$ cat src/rtl/ps2_pkg.sv
// Shared PS/2 constants and the scan-code decoder state encoding.
package ps2_pkg;

  localparam logic [7:0] PS2_BREAK     = 8'hF0;
  localparam logic [7:0] PS2_EXT       = 8'hE0;
  localparam int         PS2_FRAME_LEN = 11;

  typedef enum logic [1:0] {
    ST_IDLE  = 2'd0,
    ST_BREAK = 2'd1,
    ST_EXT   = 2'd2
  } dec_state_t;

  // True when start=0, stop=1 and data+parity hold an odd number of ones.
  function automatic logic frame_ok(input logic [10:0] f);
    return ~f[0] & f[10] & (^f[9:1]);
  endfunction

endpackage

$ cat src/rtl/ps2_scan2ascii.sv
// Set-2 scan code to ASCII: letters lowercase, digits, space; anything else 0x00.
module ps2_scan2ascii (
  input  logic [7:0] i_scan,
  output logic [7:0] o_ascii
);

  always_comb begin
    o_ascii = 8'h00;
    case (i_scan)
      8'h1C: o_ascii = 8'h61;  8'h32: o_ascii = 8'h62;  8'h21: o_ascii = 8'h63;
      8'h23: o_ascii = 8'h64;  8'h24: o_ascii = 8'h65;  8'h2B: o_ascii = 8'h66;
      8'h34: o_ascii = 8'h67;  8'h33: o_ascii = 8'h68;  8'h43: o_ascii = 8'h69;
      8'h3B: o_ascii = 8'h6A;  8'h42: o_ascii = 8'h6B;  8'h4B: o_ascii = 8'h6C;
      8'h3A: o_ascii = 8'h6D;  8'h31: o_ascii = 8'h6E;  8'h44: o_ascii = 8'h6F;
      8'h4D: o_ascii = 8'h70;  8'h15: o_ascii = 8'h71;  8'h2D: o_ascii = 8'h72;
      8'h1B: o_ascii = 8'h73;  8'h2C: o_ascii = 8'h74;  8'h3C: o_ascii = 8'h75;
      8'h2A: o_ascii = 8'h76;  8'h1D: o_ascii = 8'h77;  8'h22: o_ascii = 8'h78;
      8'h35: o_ascii = 8'h79;  8'h1A: o_ascii = 8'h7A;
      8'h45: o_ascii = 8'h30;  8'h16: o_ascii = 8'h31;  8'h1E: o_ascii = 8'h32;
      8'h26: o_ascii = 8'h33;  8'h25: o_ascii = 8'h34;  8'h2E: o_ascii = 8'h35;
      8'h36: o_ascii = 8'h36;  8'h3D: o_ascii = 8'h37;  8'h3E: o_ascii = 8'h38;
      8'h46: o_ascii = 8'h39;
      8'h29: o_ascii = 8'h20;
      default: o_ascii = 8'h00;
    endcase
  end

endmodule

$ cat src/rtl/ps2_key_ctrl.sv
// PS/2 keyboard receiver plus make/break decoder tracking the single held key.
// Decoder state is exported on o_dec_state for observation.
module ps2_key_ctrl
  import ps2_pkg::*;
#(
  parameter int TIMEOUT_CYCLES = 5000
) (
  input  logic       clk,
  input  logic       rst,
  input  logic       ps2_clk,
  input  logic       ps2_data,
  output logic [7:0] key_num,
  output logic [7:0] asc_num,
  output logic [7:0] key_times,
  output logic       key_pressed,
  output logic       frame_err,
  output logic [1:0] o_dec_state
);

  localparam int             TW      = (TIMEOUT_CYCLES > 1) ? $clog2(TIMEOUT_CYCLES) : 1;
  localparam logic [TW-1:0]  TO_LAST = TW'(TIMEOUT_CYCLES - 1);
  localparam logic [3:0]     BIT_LAST = 4'(PS2_FRAME_LEN - 1);

  logic          r_clk_s1, r_clk_s2, r_clk_d;
  logic          r_dat_s1, r_dat_s2;
  logic          w_fall;
  logic [3:0]    r_bit_cnt;
  logic [10:0]   r_shift;
  logic [TW-1:0] r_to_cnt;
  logic          r_stop_seen;
  logic          r_byte_valid;
  logic [7:0]    r_byte;
  logic          r_frame_err;
  dec_state_t    r_state;
  logic [7:0]    r_key_num;
  logic [7:0]    r_key_times;
  logic          r_key_pressed;

  // Synchronizers preset to the PS/2 idle level so reset never fakes an edge.
  always_ff @(posedge clk) begin
    if (rst) begin
      r_clk_s1 <= 1'b1;
      r_clk_s2 <= 1'b1;
      r_clk_d  <= 1'b1;
      r_dat_s1 <= 1'b1;
      r_dat_s2 <= 1'b1;
    end else begin
      r_clk_s1 <= ps2_clk;
      r_clk_s2 <= r_clk_s1;
      r_clk_d  <= r_clk_s2;
      r_dat_s1 <= ps2_data;
      r_dat_s2 <= r_dat_s1;
    end
  end

  assign w_fall = r_clk_d & ~r_clk_s2;

  // r_byte_valid is a one-cycle strobe with r_byte; the decoder has no
  // back-pressure, so every strobe is consumed on the cycle it is high.
  always_ff @(posedge clk) begin
    if (rst) begin
      r_bit_cnt    <= '0;
      r_shift      <= '0;
      r_to_cnt     <= '0;
      r_stop_seen  <= 1'b0;
      r_byte_valid <= 1'b0;
      r_byte       <= '0;
      r_frame_err  <= 1'b0;
    end else begin
      r_stop_seen  <= 1'b0;
      r_byte_valid <= 1'b0;
      r_frame_err  <= 1'b0;
      if (w_fall) begin
        r_shift  <= {r_dat_s2, r_shift[10:1]};
        r_to_cnt <= '0;
        if (r_bit_cnt == BIT_LAST) begin
          r_bit_cnt   <= '0;
          r_stop_seen <= 1'b1;
        end else begin
          r_bit_cnt <= r_bit_cnt + 4'd1;
        end
      end else if (r_bit_cnt != 4'd0) begin
        if (r_to_cnt == TO_LAST) begin
          r_bit_cnt   <= '0;
          r_to_cnt    <= '0;
          r_frame_err <= 1'b1;
        end else begin
          r_to_cnt <= r_to_cnt + 1'b1;
        end
      end else begin
        r_to_cnt <= '0;
      end
      if (r_stop_seen) begin
        if (frame_ok(r_shift)) begin
          r_byte_valid <= 1'b1;
          r_byte       <= r_shift[8:1];
        end else begin
          r_frame_err <= 1'b1;
        end
      end
    end
  end

  // EXT decodes the following byte exactly as IDLE would.
  always_ff @(posedge clk) begin
    if (rst) begin
      r_state       <= ST_IDLE;
      r_key_num     <= '0;
      r_key_times   <= '0;
      r_key_pressed <= 1'b0;
    end else if (r_byte_valid) begin
      case (r_state)
        ST_IDLE, ST_EXT: begin
          if (r_byte == PS2_EXT) begin
            r_state <= ST_EXT;
          end else if (r_byte == PS2_BREAK) begin
            r_state <= ST_BREAK;
          end else begin
            r_state <= ST_IDLE;
            if (!(r_key_pressed && (r_byte == r_key_num))) begin
              r_key_num     <= r_byte;
              r_key_pressed <= 1'b1;
              r_key_times   <= r_key_times + 8'd1;
            end
          end
        end
        ST_BREAK: begin
          r_state <= ST_IDLE;
          if (r_byte == r_key_num) begin
            r_key_num     <= 8'h00;
            r_key_pressed <= 1'b0;
          end
        end
        default: r_state <= ST_IDLE;
      endcase
    end
  end

  ps2_scan2ascii u_scan2ascii (
    .i_scan  (r_key_num),
    .o_ascii (asc_num)
  );

  assign key_num     = r_key_num;
  assign key_times   = r_key_times;
  assign key_pressed = r_key_pressed;
  assign frame_err   = r_frame_err;
  assign o_dec_state = r_state;

endmodule

$ cat config.mk
export PLATFORM = sky130hd
export DESIGN_NAME = ps2_key_ctrl
export DESIGN_NICKNAME = d
export VERILOG_FILES = /design/src/rtl/ps2_pkg.sv /design/src/rtl/ps2_scan2ascii.sv /design/src/rtl/ps2_key_ctrl.sv
export SDC_FILE = /design/constraint.sdc
export NUM_CORES = 1
export LEC_CHECK = 0
export CORE_ASPECT_RATIO = 0.5
export CORE_MARGIN = 5
export CORE_UTILIZATION = 40
export DETAILED_ROUTE_END_ITERATION = 10
export DONT_BUFFER_PORTS = 1
export PLACE_DENSITY = 0.51
export SLEW_MARGIN = 20
export SYNTH_ARGS = -nofsm -noshare
export SYNTH_HDL_FRONTEND = slang
export SYNTH_SLANG_ARGS = --single-unit
$ cat constraint.sdc
create_clock -name clk -period 4.7 [get_ports clk]
set_input_delay 0.94 -clock clk [delete_from_list [all_inputs] [get_ports clk]]
set_output_delay 0.94 -clock clk [all_outputs]
set_load 0.02 [all_outputs]
; ---- Yosys cells after proc, flatten, opt, wreduce, memory -nomap -nowiden
; Memory sizes are Yosys's and may differ from the RTL's. A register that Yosys moved wholly into a read port is not among the register bits.
; Cells that the tools add are included.
[totals]
register_bits = 63
latch_bits = 0
mem_bits_rw = 0
rom_bits = 896
inputBits = 4
output_inout_bits = 28
word_cells = 84
n_memories = 1
[op_classes]
addsub = 3
multipliers = 0
n_div = 0
magnitude_cmp = 0
eq_ne = 11
n_shift = 0
n_mux = 27
bitwise_logic = 11
reduce_logical = 15
[memory_table]
columns = memory, words, word_bits, rd, rd_clocked_by_memory_dff, write_ports, line_no
row1 = (name not given), 128, 7, 1, 1, 0, ps2_scan2ascii.sv:9  ; case (i_scan)
[ops]
columns = operator, count
row1 = 8-bit 2-to-1 mux, 5
row2 = "8-bit equality test, second input constant", 2
row3 = 4-bit 2-to-1 mux, 4
row4 = 8-bit case mux with 2 select lines, 1
row5 = 7-bit 2-to-1 mux, 2
row6 = "13-bit by 1-bit adder with 13-bit output, second input constant", 1
row7 = "13-bit equality test, second input constant", 1
row8 = 1-bit 2-to-1 mux, 12
row9 = 9-bit parity, 1
row10 = "8-bit by 1-bit adder with 8-bit output, second input constant", 1
row11 = 8-bit equality test, 1
row12 = "2-bit inequality test, second input constant", 4
row13 = 1-bit inverter, 8
row14 = 6-bit AND reduction, 1
row15 = 2-bit nonzero test, 3
row16 = 2-bit OR reduction, 3
row17 = 5-bit AND reduction, 1
row18 = "4-bit by 1-bit adder with 4-bit output, second input constant", 1
row19 = "4-bit equality test, second input constant", 1
row20 = 2-bit 2-to-1 mux, 2
row21 = 2-bit AND reduction, 2
row22 = 4-bit nonzero test, 1
row23 = 4-bit OR reduction, 1
row24 = 1-bit bitwise AND, 3
row25 = 5 further kinds, 5

; ---- Depth between registers and ports, before layout
; Gate-level depths: netlist of the first run.
[logic_depth]
depth_word = 8
ltp_mapped = 17
mapped_depth_nobuf = 12

; ---- Hierarchy
; Synthesis of the first run repeated with hierarchy kept, for this count alone.
[unflattened]
cells_unflattened = 436
area_unflattened_um2 = 3569.7
[by_module_without_submodules]
columns = mod, n_inst, cells_each, area_per_inst_um2, seq_area_each_um2
row1 = ps2_key_ctrl, 1, 306, 2733.9, 1261.2
row2 = ps2_scan2ascii, 1, 130, 835.8, 0.0

; ---- Least setup slack after synthesis of the first run
; Ideal clock, no wire load.
[synth_timing]
kind = register to register
start = reg r_state[0], in the netlist o_dec_state[0]
end = reg with a tool-made name
setup_time_ns = 0.133
arrival_time_ns = 3.099
required_time_ns = 4.567
setup_slack_ns = 1.468
stages_incl_launch_ff = 14
n_path_buf = 3
period_less_slack_ns = 3.232
path_cell_list = dfxtp_1 or4b_4 o41ai_4 a31o_1 buf_6 buf_12 mux2i_4 buf_6 nor2_1 ha_1 a22o_1 a221oi_1 a311o_1 o221ai_1
[synth_rtl]
columns = item, line_no
row1 = from (decl), ps2_key_ctrl.sv:34  ; dec_state_t r_state;
row2 = from (signal assigned), ps2_key_ctrl.sv:107  ; r_state <= ST_IDLE;
row3 = from (signal assigned), ps2_key_ctrl.sv:115  ; r_state <= ST_EXT;
row4 = from (signal assigned), ps2_key_ctrl.sv:117  ; r_state <= ST_BREAK;

==> results of run 1 <==
## layout by cell type (no fill, tap or decap), drive strengths merged, types with 6 or more instances in the layout
| cell type | instances |
|---|---|
| dfxtp | 70 |
| a21oi | 31 |
| nand4 | 7 |
| nand3 | 15 |
| nand2 | 43 |
| o211ai | 7 |
| inv | 18 |
| xor2 | 14 |
| ha | 10 |
| o21ai | 15 |
| and3 | 7 |
| a31oi | 9 |
| mux2i | 18 |
| xnor2 | 20 |
| nor3 | 8 |
| clkbuf | 11 |
| nor2b | 12 |
| or2 | 7 |
| nor2 | 62 |
| nand2b | 6 |
## state kept, by name (all words and copies together) (netlist names), 2 cells and up, named ones only
register and flops:
r_bit_cnt 4, key_times 8, key_num 8, o_dec_state 2, r_byte 8, r_shift 11, r_to_cnt 13
## Yosys cell counts, types with 3 or more instances
| master | count | area [um^2] |
|---|---|---|
| mux2i_1 | 16 | 160 |
| nor2_1 | 62 | 233 |
| nand4_1 | 7 | 43.8 |
| nor2b_1 | 12 | 75.1 |
| xnor2_1 | 20 | 175 |
| and3_1 | 7 | 43.8 |
| o211ai_1 | 6 | 45.0 |
| buf_6 | 5 | 56.3 |
| o22ai_1 | 5 | 31.3 |
| nand2_1 | 41 | 154 |
| a21oi_1 | 31 | 155 |
| nand3_1 | 15 | 75.1 |
| a31oi_1 | 6 | 37.5 |
| nor4_1 | 4 | 25.0 |
| nor3_1 | 7 | 35.0 |
| inv_1 | 16 | 60.1 |
| dfxtp_1 | 70 | 1400 |
| o21ai_0 | 14 | 70.1 |
| buf_2 | 4 | 20.0 |
| and2_1 | 3 | 18.8 |
| ha_1 | 10 | 125 |
| clkbuf_1 | 12 | 45.0 |
| xor2_1 | 14 | 123 |
| o31ai_1 | 3 | 22.5 |
| nand2b_1 | 6 | 37.5 |
| and4_1 | 3 | 26.3 |
| or2_2 | 4 | 25.0 |
## layer usage
layer / share of wire / routed length (um) / global-route usage / vias up
met1: 0.48 / 4580 / 0.220 / 1528
li1: - / - / - / 1643
met5: 0 / 0 / 0 / -
met3: 0.066 / 628 / 0.0490 / 25
met2: 0.43 / 4090 / 0.235 / 115
met4: 0.024 / 233 / 0.0759 / 0
## worst max path at each step
stage / start / to / cells after the start
floorplan: o_dec_state[0] / flop / 13
global placement: o_dec_state[0] / flop / 11
detailed placement: o_dec_state[0] / flop / 11
CTS: r_byte[3] / flop / 11
global route: r_byte[3] / flop / 11
finish: r_byte[3] / flop / 11
## kinds of logic after synthesis
kind of cell | Yosys count
other cells | 1
fa+ha+maj | 10
compound gates | 99
flops | 70
simple gates | 192
mux | 20
buf+inv | 44
xor+xnor | 34
## power groups by stage
| stage | Clock, mW | Sequential [mW] | Combinational [mW] |
|---|---|---|---|
| final | 0.790 | 0.599 | 0.0139 |
| after CTS | 0.805 | 0.599 | 0.0141 |
| after detailed placement | 0 | 0.612 | 0.0140 |
| after global placement | 0 | 0.612 | 0.0142 |
| after global routing | 0.838 | 0.599 | 0.0159 |
| after floorplan | 0 | 0.611 | 0.0191 |
## layout make-up
class	instances	area (um^2)
Inverter	19	71.3
Tap cell	135	169
Clock inverter	5	108
Multi-Input combinational cell	356	2330
Timing Repair Buffer	5	37.5
Clock buffer	11	233
Sequential cell	70	1400
Fill cell	950	5190
==> flow_summary_export.csv, run 1 <==
group,metric,value,unit
placed_design,dpl.cell_count,585,
logic_synthesis,synth_seq_area_share,0.354,
worst_setup_path,cp_data_required_time,4.91,ns
logic_synthesis,postSynth.asyncResetShare,0,
route,drtIter0Drc,289,
logic_synthesis,netlist_instances,470,
logic_synthesis,yosys.area_share.adder,0.0316,
floorplan,dieArea,12100,um^2
power_and_ir_drop,comb_power_share,0.010,
logic_synthesis,post_synth_xor_area_fraction,0.0752,
placed_design,place_area,4010,um^2
route,vias_per_cell,5.51,
power_and_ir_drop,powerDensity,323,nW/um^2
grt,grt_max_degree,66,
placed_design,pre_cts_ws,0.903,ns
sta,finalCritPeriodShare,0.823,
sta,fin_tns_setup,0,ns
min_path,min-delay-start,"r_clk_s1",
logic_synthesis,synth-simple-area-share,0.243,
placed_design,dp_hpwl,6460,um
route,drc,0,
power_and_ir_drop,total_power,1.40,mW
sta,drv_slew,0,
sta,period_minus_slack,3.87,ns
grt,grtUsageTotal,0.163,
logic_synthesis,synth_fp_nets,484,
route,postRouteAntennaNets,0,
floorplan,die_w,151,um
finish,postLayoutCellArea,4350,um^2
clock_network,htree_levels,3,
grt,grt_first_pass_wirelength,15500,um
finish,fin_util,0.456,
placed_design,gp_congestion,0.985,
finish,area_growth,9.76,%
floorplan,start_util,0.415,
clock_network,cts_root_buf,"clkbuf_16",
logic_synthesis,synth.mux.area_fraction,0.0572,
clock_network,cts_tree,"done",
worst_setup_path,critical_path_class,"reg2reg",
grt,overflow,0,
route,routed_wl,9530,um
route,vias,3311,
logic_synthesis,syn_area,3960,um^2
run_status,status,"completed",
grt,antenna_found_initial,0,
logic_synthesis,synth_top_family_by_area,"simple AND/OR/NAND/NOR gates",
power_and_ir_drop,clkPwrFrac,0.563,
clock_network,cts_resized,0,
logic_synthesis,avgSynthCellArea,8.43,um^2
placed_design,io_buffers,0,
power_and_ir_drop,switchingPower,280,uW
floorplan,ios,32,
logic_synthesis,yosysWarnings,0,
clock_network,clkSlewWorstSetupHoldPaths,0.06,ns
clock_network,clock_latency,0.33,ns
clock_network,postCtsSetupBuffers,0,
worst_setup_path,max_stage_delay,0.57,ns
sta,hold_viol_final,0,
worst_setup_path,rrSetupSlack,0.83,ns
sta,whs,0.408,ns
power_and_ir_drop,seqPwrFrac,0.427,
logic_synthesis,ys_ff_latch,70,
power_and_ir_drop,p_leak,1.60,nW
sta,fmax,259,MHz
worst_setup_path,crit_family,"compound AO/OA/AOI/OAI gates",
worst_setup_path,crit_path_top_delay_cell,"a31o_1",
floorplan,core.rowCount,25,
min_path,whs_endpoint,"r_clk_s2",
finish,drive_above_1_share,0.0901,
clock_network,cts_buffers,9,
route,wl_per_cell,15.9,um
worst_setup_path,rr_worst_depth,11,
finish,diodes,0,
floorplan,die_h,80.4,um
route,drt_first_pass_iters,5,
grt,grt_pass1_vias,2956,
worst_setup_path,path_cells,"or4b_4, o41ai_4, a31o_1, mux2_4, or2_1, clkinv_1, ha_1, o22ai_1, and3_1, o21bai_1, o211ai_1",
min_path,worst_hold_path_type,"reg2reg",
floorplan,core_region_area,9540,um^2
worst_setup_path,cp-end-kind,"flop",
logic_synthesis,synth_compound_area_frac,0.180,
clock_network,cts_hold_buffers,0,
finish,final_nets,475,
worst_setup_path,critical_path.max_fanout,19,
worst_setup_path,rr_startpoint,"r_byte[3]",
min_path,hold-path-cell-count,1,
logic_synthesis,synth_edf_count,0,
sta,rsz0062_at_grt,"no",
worst_setup_path,startpoint_type,"flop",
clock_network,cts_sinks,70,
sta,tightest_slew,0.958,ns
sta,setup_violations,0,
power_and_ir_drop,p_int,1.12,mW
power_and_ir_drop,ir_drop,0.173,mV
clock_network,clockBufferDepth,2,
job,max_cap_viol_count,0,
power_and_ir_drop,switching_share,0.200,
logic_synthesis,synth_cell_types,75,
sta,finalClockSkew,0.00579,ns
finish,fin_cells,601,
worst_setup_path,worst-path-buf-inv,1,
sta,slew-limit-headroom,0.360,
logic_synthesis,synth_ff_type,"dfxtp_1",
sta,setup_ws,0.833,ns
worst_setup_path,critical_path_arrival,4.08,ns
Power figures use the tool's default switching activity.
==> run 2: changes to the inputs <==
==> constraint.sdc (replaced) <==
create_clock -name clk -period 3.7 [get_ports clk]
set_input_delay 0.74 -clock clk [delete_from_list [all_inputs] [get_ports clk]]
set_output_delay 0.74 -clock clk [all_outputs]
set_load 0.02 [all_outputs]
==> run 2 against run 1 <==
Compared with the run above: hold slack better by 0.0013 ns; power up 13%; utilization up 0.43 points; sequential share of layout area down 0.30 points; setup slack worse by 0.43 ns; sequential power up 27%; critical path type unchanged.
==> flow_summary_export.csv, run 2 (same netlist as run 1, synthesis figures left out) <==
group,metric,value,unit
floorplan,core.rowCount,25,
worst_setup_path,cp_data_required_time,3.89,ns
sta,setup_violations,0,
clock_network,htree_levels,3,
clock_network,cts_tree,"done",
clock_network,cts_root_buf,"clkbuf_16",
route,postRouteAntennaNets,0,
worst_setup_path,critical_path_class,"reg2reg",
min_path,worst_hold_path_type,"reg2reg",
worst_setup_path,crit_path_top_delay_cell,"or4b_4",
sta,tightest_slew,0.921,ns
grt,grt_max_degree,66,
worst_setup_path,max_stage_delay,0.55,ns
clock_network,postCtsSetupBuffers,0,
finish,area_growth,10.8,%
route,wl_met1,4670,um
floorplan,start_util,0.415,
route,vias_per_cell,5.33,
placed_design,dp_hpwl,6760,um
sta,finalCritPeriodShare,0.890,
clock_network,clkSlewWorstSetupHoldPaths,0.06,ns
run_status,status,"completed",
floorplan,ios,32,
power_and_ir_drop,powerDensity,360,nW/um^2
worst_setup_path,cp.depth,11,
finish,largestRegisters,"r_to_cnt (13), r_shift (11)",
floorplan,dieArea,12100,um^2
worst_setup_path,startpoint_type,"flop",
route,vias,3275,
power_and_ir_drop,p_leak,1.64,nW
grt,antenna_found_initial,0,
job,max_cap_viol_count,0,
placed_design,gp_congestion,0.883,
worst_setup_path,rr_worst_depth,11,
finish,diodes,0,
route,wl_met3,488,um
worst_setup_path,worst-path-buf-inv,1,
worst_setup_path,critical_path_arrival,3.48,ns
grt,grt_first_pass_wirelength,16200,um
worst_setup_path,critical_path.max_fanout,11,
finish,n_fill_cell,955,
sta,hold_viol_final,0,
grt,grtUsageTotal,0.169,
floorplan,core_region_area,9540,um^2
placed_design,io_buffers,0,
finish,layout_common_cells,"70 x dfxtp_1, 62 x nor2_1, 41 x nand2_1",
worst_setup_path,path_cells,"or4b_4, o41ai_4, a31o_2, a31oi_2, nor2_1, inv_1, ha_1, a22o_1, a221oi_1, a311o_1, o221ai_1",
route,drc,0,
worst_setup_path,rrSetupSlack,0.41,ns
grt,grt_pass1_vias,3151,
finish,drive_above_1_share,0.121,
finish,postLayoutCellArea,4390,um^2
route,wl_met2,4350,um
sta,rsz0062_at_grt,"no",
clock_network,cts_resized,0,
floorplan,die_h,80.4,um
route,routed_wl,9630,um
finish,final_common_cell,"dfxtp_1",
route,drtIter0Drc,242,
route,wl_per_cell,15.7,um
finish,final_nets,489,
clock_network,cts_sinks,70,
floorplan,die_w,151,um
sta,finalClockSkew,0.00545,ns
placed_design,place_area,4110,um^2
finish,seq_area,1400,um^2
min_path,hold-path-cell-count,1,
sta,fin_tns_setup,0,ns
worst_setup_path,cp-end-kind,"flop",
clock_network,clock_latency,0.33,ns
sta,fmax,304,MHz
clock_network,cts_buffers,9,
sta,period_minus_slack,3.29,ns
power_and_ir_drop,total_power,1.58,mW
power_and_ir_drop,ir_drop,0.219,mV
finish,largest_reg_flops,13,
sta,drv_slew,0,
grt,overflow,0,
finish,multiInputGateArea,2330,um^2
worst_setup_path,crit_family,"compound AO/OA/AOI/OAI gates",
sta,whs,0.410,ns
route,maxUsedRoutingLayer,"met4",
finish,regMostFlops,"r_to_cnt",
clock_network,cts_hold_buffers,0,
sta,slew-limit-headroom,0.385,
clock_network,clockBufferDepth,2,
route,drt_first_pass_iters,5,
==> run 2: cell types whose count changed in the layout (fill, tap and decap cells not counted), sizes merged <==
cell | previous run | this run
bufinv | 3 | 0
buf | 5 | 19
clkinvlp | 0 | 2
inv | 18 | 19
==> run 2: path summary, 6_finish.rpt <==
kind	end	from
setup / recovery	flop	r_byte[3]
hold / removal	r_dat_s2	r_dat_s1
setup reg to reg	flop	r_byte[3]
hold reg to reg	r_dat_s2	r_dat_s1
==> run 2: report_power, final <==
group          internal, mW  total, mW  leakage [nW]  switching, mW
Sequential            0.758      0.761         0.565        0.00271
Clock                 0.472      0.804         0.132          0.332
Combinational       0.00552     0.0176         0.939         0.0121
==> run 2: final cells by class <==
type | instances | area share
Sequential cell | 70 | 0.319
Multi-Input combinational cell | 356 | 0.531
Inverter | 19 | 0.0162
Clock buffer | 11 | 0.0553
Clock inverter | 5 | 0.00770
Timing Repair Buffer | 19 | 0.0325
Tap cell | 135 | 0.0385
==> run 2: metal layers <==
layer,GRT usage,vias up
met5,0,-
met3,0.0445,13
met1,0.222,1521
li1,-,1659
met2,0.272,82
met4,0.0524,0
==> run 2: stage by stage <==
step / instances / util / setup slack (ns)
after global placement: 599 / 0.431 / 0.442
after detailed placement: 599 / 0.431 / 0.324
after CTS: 615 / 0.460 / 0.314
final: 615 / 0.460 / 0.406
after floorplan: 470 / - / 0.468
after global routing: 615 / 0.460 / 0.120
==> run 3: changes to the inputs <==
--- a/config.mk
+++ b/config.mk
@@ -5,6 +5,7 @@
 export SDC_FILE = /design/constraint.sdc
 export NUM_CORES = 1
 export LEC_CHECK = 0
+export CAP_MARGIN = 15
 export CORE_ASPECT_RATIO = 0.5
 export CORE_MARGIN = 5
 export CORE_UTILIZATION = 40
==> results of run 3 <==
Same layout as run 2: the final DEF is identical, and so are final timing and power.
